## config.mk

```make
export PLATFORM = sky130hd
export DESIGN_NAME = flowing_led_ctrl
export DESIGN_NICKNAME = d
export VERILOG_FILES = /design/src/rtl/flow_led_pkg.sv /design/src/rtl/led_step_timer.sv /design/src/rtl/flowing_led_ctrl.sv
export SDC_FILE = /design/constraint.sdc
export NUM_CORES = 1
export LEC_CHECK = 0
export BUFFER_PORTS_ARGS = -buffer_cell sky130_fd_sc_hd__clkbuf_2
export CELL_PAD_IN_SITES_DETAIL_PLACEMENT = 0
export CELL_PAD_IN_SITES_GLOBAL_PLACEMENT = 1
export CORE_MARGIN = 2
export CORE_UTILIZATION = 40
export DETAILED_ROUTE_END_ITERATION = 7
export PLACE_DENSITY = 0.8
export SLEW_MARGIN = 20
export SYNTH_ARGS = -nofsm -noshare
export SYNTH_HDL_FRONTEND = slang
export SYNTH_SLANG_ARGS = --single-unit
export TNS_END_PERCENT = 20
```

## constraint.sdc

```tcl
create_clock -name CLK -period 4.8 [get_ports CLK]
set_clock_uncertainty 0.1 [all_clocks]
set_input_delay 0.48 -clock CLK [delete_from_list [all_inputs] [get_ports CLK]]
set_output_delay 0.48 -clock CLK [all_outputs]
set_load 0.01 [all_outputs]
```

## src/rtl/flow_led_pkg.sv

```systemverilog
// Shared types and constants for the flowing LED controller.
package flow_led_pkg;

    localparam int CNT_W = 23;

    typedef enum logic [1:0] {
        ST_IDLE  = 2'd0,
        ST_RUN   = 2'd1,
        ST_DRAIN = 2'd2
    } state_t;

    typedef enum logic [1:0] {
        MODE_SHL   = 2'd0,
        MODE_SHR   = 2'd1,
        MODE_PING  = 2'd2,
        MODE_BLINK = 2'd3
    } mode_t;

endpackage

```

## src/rtl/led_step_timer.sv

```systemverilog
// Step counter: counts 0..T_STEP while enabled, holds at 0 otherwise,
// and flags the last cycle of each step.
module led_step_timer
    import flow_led_pkg::*;
#(
    parameter logic [CNT_W-1:0] T_STEP = 23'd5_000_000
) (
    input  logic             CLK,
    input  logic             RST,
    input  logic             en,
    output logic [CNT_W-1:0] count,
    output logic             step_done
);

    logic [CNT_W-1:0] r_count;

    // NOTE: sequential state is assigned with <= so every register samples
    // the pre-edge values, independent of statement order.
    always_ff @(posedge CLK) begin
        if (RST || !en || r_count == T_STEP) begin
            r_count <= '0;
        end else begin
            r_count <= r_count + CNT_W'(1);
        end
    end

    assign count     = r_count;
    assign step_done = en && (r_count == T_STEP);

endmodule

```

## src/rtl/flowing_led_ctrl.sv

```systemverilog
// Flowing LED controller: IDLE/RUN/DRAIN sequencer driving N_LED outputs in
// one of four patterns. Define FLOW_LED_PWM_EN to gate lit LEDs to count <= T_ON.
module flowing_led_ctrl
    import flow_led_pkg::*;
#(
    parameter int               N_LED  = 4,
    parameter logic [CNT_W-1:0] T_STEP = 23'd5_000_000,
    parameter logic [CNT_W-1:0] T_ON   = 23'd1_250_000
) (
    input  logic             CLK,
    input  logic             RST,
    input  logic             START,
    input  logic             STOP,
    input  logic [1:0]       MODE,
    output logic             BUSY,
    output logic             STEP_DONE,
    output logic [N_LED-1:0] LED_out
);

    localparam int               POS_W    = $clog2(N_LED);
    localparam logic [POS_W-1:0] POS_LAST = POS_W'(N_LED - 1);
    localparam logic [N_LED-1:0] LED_LSB  = {{(N_LED-1){1'b0}}, 1'b1};
    localparam logic [N_LED-1:0] LED_MSB  = {1'b1, {(N_LED-1){1'b0}}};

    if (N_LED < 2 || N_LED > 16 || T_ON >= T_STEP) begin : g_bad_params
        $error("flowing_led_ctrl: N_LED must be 2..16 and T_ON < T_STEP");
    end

    state_t           r_state, w_state_nxt;
    mode_t            r_mode, w_mode_nxt;
    logic [POS_W-1:0] r_pos, w_pos_nxt;
    logic             r_dir, w_dir_nxt;       // 1 = counting up
    logic [N_LED-1:0] r_led, w_led_nxt;
    logic [CNT_W-1:0] w_count, w_cnt_nxt;
    logic             w_step_done, w_busy, w_lit;

    assign w_busy = (r_state != ST_IDLE);

    led_step_timer #(.T_STEP(T_STEP)) u_timer (
        .CLK       (CLK),
        .RST       (RST),
        .en        (w_busy),
        .count     (w_count),
        .step_done (w_step_done)
    );

    // Position 0 maps to LED 0 for shift-left and ping-pong, LED N-1 for
    // shift-right; blink uses only the parity of the position.
    function automatic logic [N_LED-1:0] led_pattern(input mode_t m, input logic [POS_W-1:0] p);
        case (m)
            MODE_SHR:   return LED_MSB >> p;
            MODE_BLINK: return (p[0] == 1'b0) ? '1 : '0;
            default:    return LED_LSB << p;
        endcase
    endfunction

    // NOTE: every output of this block gets a default first so no path
    // leaves a variable unassigned, which would infer a latch.
    always_comb begin
        w_state_nxt = r_state;
        w_mode_nxt  = r_mode;
        w_pos_nxt   = r_pos;
        w_dir_nxt   = r_dir;

        case (r_state)
            ST_IDLE: begin
                if (START && !STOP) begin
                    w_state_nxt = ST_RUN;
                    w_mode_nxt  = mode_t'(MODE);
                end
            end
            ST_RUN: begin
                // A stop on the last cycle of a step ends the sequence right there.
                if (STOP) w_state_nxt = w_step_done ? ST_IDLE : ST_DRAIN;
            end
            ST_DRAIN: begin
                if (w_step_done) w_state_nxt = ST_IDLE;
            end
            default: w_state_nxt = ST_IDLE;
        endcase

        if (r_state == ST_IDLE || w_state_nxt == ST_IDLE) begin
            w_pos_nxt = '0;
            w_dir_nxt = 1'b1;
        end else if (w_step_done) begin
            case (r_mode)
                MODE_PING: begin
                    if (r_dir) begin
                        if (r_pos == POS_LAST) begin
                            w_dir_nxt = 1'b0;
                            w_pos_nxt = r_pos - POS_W'(1);
                        end else begin
                            w_pos_nxt = r_pos + POS_W'(1);
                        end
                    end else begin
                        if (r_pos == '0) begin
                            w_dir_nxt = 1'b1;
                            w_pos_nxt = POS_W'(1);
                        end else begin
                            w_pos_nxt = r_pos - POS_W'(1);
                        end
                    end
                end
                MODE_BLINK: w_pos_nxt = (r_pos == '0) ? POS_W'(1) : '0;
                default:    w_pos_nxt = (r_pos == POS_LAST) ? '0 : r_pos + POS_W'(1);
            endcase
        end

        // The LED register is loaded from next-cycle count/position so it
        // lines up with the step the counter is in.
        w_cnt_nxt = (!w_busy || w_step_done) ? '0 : w_count + CNT_W'(1);
`ifdef FLOW_LED_PWM_EN
        w_lit = (w_cnt_nxt <= T_ON);
`else
        w_lit = (w_cnt_nxt <= T_STEP);
`endif

        if (w_state_nxt == ST_IDLE || !w_lit) begin
            w_led_nxt = '0;
        end else begin
            w_led_nxt = led_pattern(w_mode_nxt, w_pos_nxt);
        end
    end

    always_ff @(posedge CLK) begin
        if (RST) begin
            r_state <= ST_IDLE;
            r_mode  <= MODE_SHL;
            r_pos   <= '0;
            r_dir   <= 1'b1;
            r_led   <= '0;
        end else begin
            r_state <= w_state_nxt;
            r_mode  <= w_mode_nxt;
            r_pos   <= w_pos_nxt;
            r_dir   <= w_dir_nxt;
            r_led   <= w_led_nxt;
        end
    end

    assign BUSY      = w_busy;
    assign STEP_DONE = w_step_done;
    assign LED_out   = r_led;

endmodule

```

==> flow_summary.toml, run 1 <==
[routing]
wl_met1_um = 2340
met2WireLength_um = 1950
drcViolationCount = 0
first_pass_iters = 4
vias = 1746
via_per_inst = 5.20
wl_per_cell_um = 13.4
routed_wl_um = 4510
antenna_left = 0
wl_met3_um = 158
top_layer_used = "met4"
drt_iter0_markers = 113

[synth]
synth_flop_cell = "dfxtp_1"
ys_seq_area_share_pct = 32.1
syn_avg_cell_area_um2 = 8.29
syn_nets = 267
postSynth.asyncResetShare_pct = 0
synth.cell_area_um2 = 2120
yosysWarnings = 0
syn_inst = 256
synth_seq_cells = 34
synth_cell_types = 56
synth_edf_count = 0

[worst_setup_path]
crit_slowest_cell = "ha_1"
cp.arrival_ns = 2.92
cp.buffers_inverters = 0
worstReg2RegEnd = "LED_out[3]$_SDFF_PP0_"
cp_top_family = "simple AND/OR/NAND/NOR gates"
setup.worst_path.end = "LED_out[3]$_SDFF_PP0_"
critPathLaunchType = "register"
ff2ff_path_depth = 9
r2r_setup_slack_ns = 1.96
cp_max_fo = 12
cp-end-kind = "register"
crit_path_start = "u_timer.count[0]$_SDFF_PP0_"
r2r_start = "u_timer.count[0]$_SDFF_PP0_"
cp.required_ns = 4.88
critPathMaxStageDelay_ns = 0.51
cp.depth = 9
path_class = "register to register"
critical_path.cell_chain = "ha_1, nand3_1, nor3_1, nand2_1, o21a_1, o21a_1, nor3_1, o31ai_2, and2_1"

[placement]
place_ws_ns = 2.00
gp_congestion = 0.758
io_buffer_count = 11
place_hpwl_um = 3320

[sta]
max_freq_mhz = 352
hold-worst-slack_ns = 0.323
tightest_slew_ns = 0.639
drv_slew = 0
setup_viol = 0
period_share_pct = 59.2
timing.slew.headroom_pct = 56.9
layout_setup_ws_ns = 1.96
rsz0062_at_grt = "no"
setup_tns_ns = 0
min_period_ns = 2.84
hold_viol = 0

[power_and_ir_drop]
power.total_uw = 537
combPwrFrac_pct = 7.4
leakagePower_uw = 0.000850
clkPwrFrac_pct = 38.3
p_sw_uw = 124
pwr-share-seq_pct = 54.3
power_density_nw_per_um2 = 234
peakVddDrop_v = 0.000143
p_int_uw = 413
sw_frac_of_total_pct = 23.0

[floorplanning]
ios = 12
rows = 26
core_area_um2 = 5110
initial_core_util_pct = 41.5
chipWidth_um = 76.8
die-area_um2 = 5900
die_h_um = 76.8

[layout]
drive_above_1_share_pct = 13.9
antennaDiodeCount = 0
final_common_cell = "nor2_1"
syn_to_final_growth_pct = 8.20
final_cell_mix = "nor2_1, dfxtp_1, nand2_1"
nNetsFinal = 278

[global_routing]
antenna_found_initial = 0
track_usage_pct = 16.5
globalRouteOverflowTotal = 0
grt_pass1_wl_um = 8010
grt_max_degree = 23
grt_pass1_vias = 1621

[clock_tree]
post-cts-setup-buffers = 0
clk_latency_ns = 0.28
cts_buffer_depth = 2
cts_num_sinks = 34
htree_levels = 2
ctsHoldBuffers = 0
cts_root_buf = "clkbuf_8"
cts_resized = 0
cts_tree = "built"
path_clk_slew_ns = 0.07
numCtsBuffers = 5

[run_status]
status = "finished, final reports clean"

[min_path]
worstHoldPathType = "input port to register"

[run]
cap_violations = 0
worst min path at each step:
stage	endpoint	slack (ns)	depth (start not counted)	start
2_1_floorplan	u_timer.count[0]$_SDFF_PP0_	0.38	1	u_timer.count[0]$_SDFF_PP0_
3_3_place_gp	u_timer.count[0]$_SDFF_PP0_	0.41	1	u_timer.count[0]$_SDFF_PP0_
3_5_place_dp	u_timer.count[0]$_SDFF_PP0_	0.42	1	u_timer.count[0]$_SDFF_PP0_
4_1_cts	r_state[0]$_SDFF_PP0_	0.32	2	STOP
5_1_grt	r_state[0]$_SDFF_PP0_	0.35	2	STOP
6_report	r_state[0]$_SDFF_PP0_	0.32	2	STOP
flip-flops by register name (all words and copies together), names as in the netlist:
signal and cells:
r_dir 1, r_mode 2, r_pos 2, u_timer.count 23
LED_out 4, r_state 2
power by group through the flow:
stage / clock (µW) / sequential (µW) / combinational, µW
finish: 205 / 291 / 39.9
detailed placement: 0 / 298 / 40.1
floorplan: 0 / 298 / 25.9
CTS: 215 / 291 / 40.3
global placement: 0 / 297 / 40.2
global route: 227 / 292 / 45.3
per-layer routing:
layer | global-route usage [%] | vias to the layer above
met4 | 4.91 | 0
met3 | 3.88 | 8
met5 | 0 | -
met1 | 24.1 | 787
li1 | - | 924
met2 | 24.0 | 27
stage by stage:
| step | utilization [%] | std cells | instance area (µm²) |
|---|---|---|---|
| after global placement | 43.3 | 330 | 2210 |
| after floorplan | - | 256 | 2120 |
| after CTS | 45.0 | 336 | 2300 |
| final | 45.0 | 336 | 2300 |
| after global routing | 45.0 | 336 | 2300 |
| after detailed placement | 43.3 | 330 | 2210 |
cell type report:
type / instances / area, µm²
flip-flops and latches: 34 / 681
fillers: 518 / 2810
inverters: 14 / 52.6
repair buffers: 12 / 62.6
multi-input cells: 200 / 1330
well taps: 70 / 87.6
clock buffers: 6 / 82.6
synthesized netlist by cell type (4+ instances only):
| library cell | n | share of area, % |
|---|---|---|
| nor2_1 | 41 | 7.3 |
| dfxtp_1 | 34 | 32 |
| nand2_1 | 19 | 3.4 |
| inv_1 | 14 | 2.5 |
| nand3_1 | 12 | 2.8 |
| xor2_1 | 12 | 5.0 |
| xnor2_1 | 11 | 4.5 |
| nor3_1 | 10 | 2.4 |
| o21ai_0 | 7 | 1.7 |
| a21oi_1 | 6 | 1.4 |
| a31oi_1 | 5 | 1.5 |
| and3_1 | 5 | 1.5 |
| ha_1 | 5 | 2.9 |
| nand4_1 | 5 | 1.5 |
| nor2b_1 | 5 | 1.5 |
| o21a_1 | 5 | 1.8 |
| clkbuf_1 | 4 | 0.71 |
| mux2i_1 | 4 | 1.9 |
| nor4_1 | 4 | 1.2 |
cells by family after synthesis:
group	share of synthesized area, %
mux	3.12
flops	32.1
buf+inv	5.25
compound gates	13.9
fa+ha+maj	2.95
simple gates	33.3
xor+xnor	9.49
Note: power is estimated with default switching activity, not from simulation.
==> run 2, diff against run 1 <==
PLACE_DENSITY = 0.83   (was 0.8)
clock period = 2.5 ns   (was 4.8 ns; I/O delays follow)
==> run 2 against run 1 <==
  * Global-route usage increased by 0.94 points
  * Highest routed layer unchanged
  * Maximum frequency increased by 18%
  * Sequential cell count unchanged
  * Cell count increased by 10%
  * Critical path depth unchanged
  * Routed wire length increased by 11%
  * Hold slack got worse by 0.24 ns
  * Largest power group unchanged
  * Register-to-register slack got worse by 1.9 ns
  * First-iteration DRC count decreased by 12%
  * Combinational power increased by 120%
  * Clock-buffer cell count increased by 1
==> flow_summary.toml, run 2 (synthesis gave the netlist of run 1 again) <==
[routing]
wl_per_cell_um = 13.5
antenna_left = 0
vias = 1961
first_pass_iters = 4
drcViolationCount = 0
routed_wl_um = 4990
via_per_inst = 5.29
drt_iter0_markers = 100

[clock_tree]
path_clk_slew_ns = 0.07
cts_num_sinks = 34
numCtsBuffers = 5
cts_buffer_depth = 2
cts_root_buf = "clkbuf_8"
cts_tree = "built"
htree_levels = 2
clk_latency_ns = 0.30
ctsHoldBuffers = 0

[floorplanning]
chipWidth_um = 76.8
core_area_um2 = 5110
die-area_um2 = 5900
ios = 12
rows = 26
initial_core_util_pct = 41.5
die_h_um = 76.8

[layout]
largest_register = "u_timer.count"
drive_above_1_share_pct = 25.2
stdcell_count = 371
final_cell_mix = "nor2_1, buf_4, dfxtp_1"
final_common_cell = "nor2_1"
n_fill_cell = 505
nNetsFinal = 311
final_area_um2 = 2580
largest_reg_flops = 23
syn_to_final_growth_pct = 21.6
antennaDiodeCount = 0

[worst_setup_path]
r2r_start = "u_timer.count[1]$_SDFF_PP0_"
critical_path.cell_chain = "ha_2, nand3_1, nor2_1, nand3b_1, a32o_1, o21a_1, nor3_1, o31ai_4, and2_1"
crit_path_start = "u_timer.count[1]$_SDFF_PP0_"
r2r_setup_slack_ns = 0.09
crit_slowest_cell = "dfxtp_1"
cp-end-kind = "register"
cp_max_fo = 6
critPathLaunchType = "register"
ff2ff_path_depth = 9
cp.arrival_ns = 2.50
cp.required_ns = 2.59
path_class = "register to register"
critPathMaxStageDelay_ns = 0.43
worstReg2RegEnd = "LED_out[3]$_SDFF_PP0_"

[sta]
setup_viol = 0
hold_viol = 0
hold-worst-slack_ns = 0.0783
period_share_pct = 96.4
setup_tns_ns = 0
min_period_ns = 2.41
drv_slew = 0
max_freq_mhz = 415
rsz0062_at_grt = "yes"
tightest_slew_ns = 0.530
timing.slew.headroom_pct = 64.4

[power_and_ir_drop]
leakagePower_uw = 0.00104
power_density_nw_per_um2 = 417
peakVddDrop_v = 0.000292

[min_path]
hold_path_depth = 2
worstHoldPathType = "input port to register"
hold-path-endpoint = "r_state[0]$_SDFF_PP0_"
min_from = "STOP"

[global_routing]
grt_pass1_wl_um = 8360
grt_pass1_vias = 1749
globalRouteOverflowTotal = 0
track_usage_pct = 17.5
antenna_found_initial = 0
grt_max_degree = 23

[placement]
gp_congestion = 0.841
place_hpwl_um = 3700
post_dp_cell_area_um2 = 2430
io_buffer_count = 11
dpl.cell_count = 359

[run_status]
status = "finished, final reports clean"

[run]
cap_violations = 0
run 2: critical path, delay by kind of cell (launching register included):
kind | cells | cell delay, ns
AOI/OAI and AO/OA | 3 | 0.54
DFF | 1 | 0.43
and+or+nand+nor | 5 | 0.95
adders and majority gates | 1 | 0.29
run 2: layout make-up:
type	instances	area, µm²	share of cell area [%]
multi-input combinational	200	1360	52.5
sequential	34	683	26.5
timing repair buffer	45	310	12.0
tap	70	87.6	3.39
clock buffer	7	86.3	3.35
inverter	14	52.6	2.04
clock inverter	1	5.00	0.194
run 2: through the flow:
stage	total power, µW	setup WS [ns]	utilization [%]
after floorplan	622	0.145	-
after global placement	651	-0.0420	47.6
final	1070	0.0912	50.5
after global routing	1120	-0.0604	50.5
after detailed placement	653	-0.0492	47.6
after CTS	1080	0.0419	49.4
run 2: timing repair:
item,4_1_cts,5_1_grt
gates resized for setup,1,8
buffers inserted,0,4
endpoints found under the hold margin,0,0
pin swaps,0,4
setup endpoints to repair,1,4
run 2: worst max path at each step:
| stage | end | slack (ns) | cells past startpoint |
|---|---|---|---|
| 6_report | LED_out[3]$_SDFF_PP0_ | 0.09 | 9 |
| 4_1_cts | LED_out[2]$_SDFF_PP0_ | 0.04 | 8 |
| 5_1_grt | LED_out[3]$_SDFF_PP0_ | -0.06 | 11 |
| 2_1_floorplan | LED_out[2]$_SDFF_PP0_ | 0.15 | 10 |
| 3_5_place_dp | LED_out[2]$_SDFF_PP0_ | -0.05 | 9 |
| 3_3_place_gp | LED_out[2]$_SDFF_PP0_ | -0.04 | 9 |
run 2: routing by layer:
metal | track usage (%) | vias to the layer above | share of wire, %
li1 | - | 995 | -
met1 | 24.2 | 928 | 51
met2 | 26.8 | 31 | 44
met4 | 5.82 | 0 | 1.7
met5 | 0 | - | 0
met3 | 3.76 | 7 | 3.1
run 2: where the power goes:
group / leakage, µW / total (µW) / internal, µW / switching, µW
combinational: 0.000712 / 87.1 / 35.6 / 51.5
clock: 0.0000482 / 429 / 222 / 207
sequential: 0.000276 / 559 / 551 / 7.62
==> run 3, diff against run 2 <==
CORE_UTILIZATION = 41   (was 40)
PLACE_DENSITY = 0.85   (was 0.83)
==> run 3 against run 2 <==
  * Global-route usage barely moved
  * Setup slack improved by 0.034 ns
  * Via count fell by 4.4%
  * Maximum frequency rose by 1.4%
  * Critical path type unchanged
  * Critical endpoint is now LED_out[2]$_SDFF_PP0_
==> flow_summary.toml, run 3 (synthesis gave the netlist of run 1 again) <==
[run_status]
status = "finished, final reports clean"

[placement]
place_ws_ns = -0.000503
gp_congestion = 0.866
io_buffer_count = 11
place_hpwl_um = 3530
dpl.cell_count = 353

[worst_setup_path]
r2r_start = "u_timer.count[1]$_SDFF_PP0_"
worstReg2RegEnd = "LED_out[2]$_SDFF_PP0_"
cp-end-kind = "register"
cp.required_ns = 2.58
critPathLaunchType = "register"
ff2ff_path_depth = 9
cp_max_fo = 7
r2r_setup_slack_ns = 0.12
cp.arrival_ns = 2.46
path_class = "register to register"

[power_and_ir_drop]
p_sw_uw = 262
combPwrFrac_pct = 7.7
clkPwrFrac_pct = 40.0
leakagePower_uw = 0.000995
p_int_uw = 807
pwr-share-seq_pct = 52.3
power_density_nw_per_um2 = 424
power.total_uw = 1070
sw_frac_of_total_pct = 24.5
peakVddDrop_v = 0.000238

[floorplanning]
die-area_um2 = 5770
chipWidth_um = 75.9
initial_core_util_pct = 42.1
die_h_um = 75.9
core_area_um2 = 5040
ios = 12
rows = 26

[clock_tree]
clk_latency_ns = 0.29
htree_levels = 2
numCtsBuffers = 5
path_clk_slew_ns = 0.07
ctsHoldBuffers = 0
cts_buffer_depth = 2
cts_num_sinks = 34
cts_root_buf = "clkbuf_8"
cts_tree = "built"

[layout]
largest_reg_flops = 23
final_common_cell = "nor2_1"
largest_register = "u_timer.count"
final_cell_mix = "nor2_1, dfxtp_1, buf_4"
drive_above_1_share_pct = 24.0
syn_to_final_growth_pct = 18.9
nNetsFinal = 302
antennaDiodeCount = 0
stdcell_count = 362

[sta]
period_share_pct = 95.0
drv_slew = 0
setup_viol = 0
min_period_ns = 2.38
setup_tns_ns = 0
max_freq_mhz = 421
hold-worst-slack_ns = 0.0870
tightest_slew_ns = 0.583
hold_viol = 0
timing.slew.headroom_pct = 60.8
layout_setup_ws_ns = 0.125

[min_path]
hold_path_depth = 2
min_from = "STOP"
hold-path-endpoint = "r_state[0]$_SDFF_PP0_"
worstHoldPathType = "input port to register"

[routing]
antenna_left = 0
wl_per_cell_um = 13.1
drt_iter0_markers = 105
vias = 1875
first_pass_iters = 4
via_per_inst = 5.18
routed_wl_um = 4730
drcViolationCount = 0

[global_routing]
grt_pass1_vias = 1738
grt_pass1_wl_um = 8220
globalRouteOverflowTotal = 0
antenna_found_initial = 0
track_usage_pct = 17.5
grt_max_degree = 23

[run]
cap_violations = 0
[run 3: power groups by stage]
stage          combinational [µW]  clock, µW  sequential (µW)
4_1_cts                      82.5        440              558
3_5_place_dp                 81.6          0              571
2_1_floorplan                49.8          0              572
3_3_place_gp                 80.6          0              570
6_report                     82.6        428              559
5_1_grt                      92.5        460              559
[run 3: through the flow]
| step | utilization, % | cell area (µm²) |
|---|---|---|
| 6_report | 50.0 | 2520 |
| 5_1_grt | 50.0 | 2520 |
| 4_1_cts | 49.1 | 2480 |
| 3_5_place_dp | 47.3 | 2390 |
| 3_3_place_gp | 47.3 | 2390 |
| 2_1_floorplan | - | 2120 |
[run 3: worst max-delay path: stages (launching register included)]
cell and delay (ns):
dfxtp_1 0.42, inv_1 0.08, ha_1 0.18, and4bb_2 0.23, nand4_2 0.16, o21ai_0 0.11
o21ai_1 0.36, nand2_4 0.12, and3_4 0.21, o31a_1 0.28
[run 3: metal layers]
metal	GRT usage, %	part of all wire (%)	vias to the layer above
li1	-	-	979
met1	24.0	50	858
met3	3.45	3.3	8
met5	0	0	-
met4	7.64	1.9	0
met2	26.9	45	30
[run 3: worst max path at each step]
stage	from	end	slack (ns)	cells past startpoint
2_1_floorplan	u_timer.count[0]$_SDFF_PP0_	LED_out[2]$_SDFF_PP0_	0.15	10
3_3_place_gp	u_timer.count[0]$_SDFF_PP0_	LED_out[2]$_SDFF_PP0_	0.04	9
3_5_place_dp	u_timer.count[1]$_SDFF_PP0_	LED_out[2]$_SDFF_PP0_	-0.0005	9
4_1_cts	u_timer.count[3]$_SDFF_PP0_	LED_out[3]$_SDFF_PP0_	-0.0005	8
5_1_grt	u_timer.count[1]$_SDFF_PP0_	LED_out[0]$_SDFF_PP0_	-0.03	9
6_report	u_timer.count[1]$_SDFF_PP0_	LED_out[2]$_SDFF_PP0_	0.12	9
[run 3: cell type report]
| cell class | count | area (µm²) |
|---|---|---|
| clock inverters | 1 | 5.00 |
| fillers | 512 | 2520 |
| multi-input cells | 200 | 1360 |
| well taps | 70 | 87.6 |
| clock buffers | 7 | 86.3 |
| flip-flops and latches | 34 | 684 |
| repair buffers | 36 | 243 |
| inverters | 14 | 52.6 |
[run 3: repair_timing]
action                                  4_1_cts  5_1_grt
endpoints found under the setup margin        2        4
setup buffers                                 0        1
gates resized for setup                       1       10
pin swaps                                     0        2
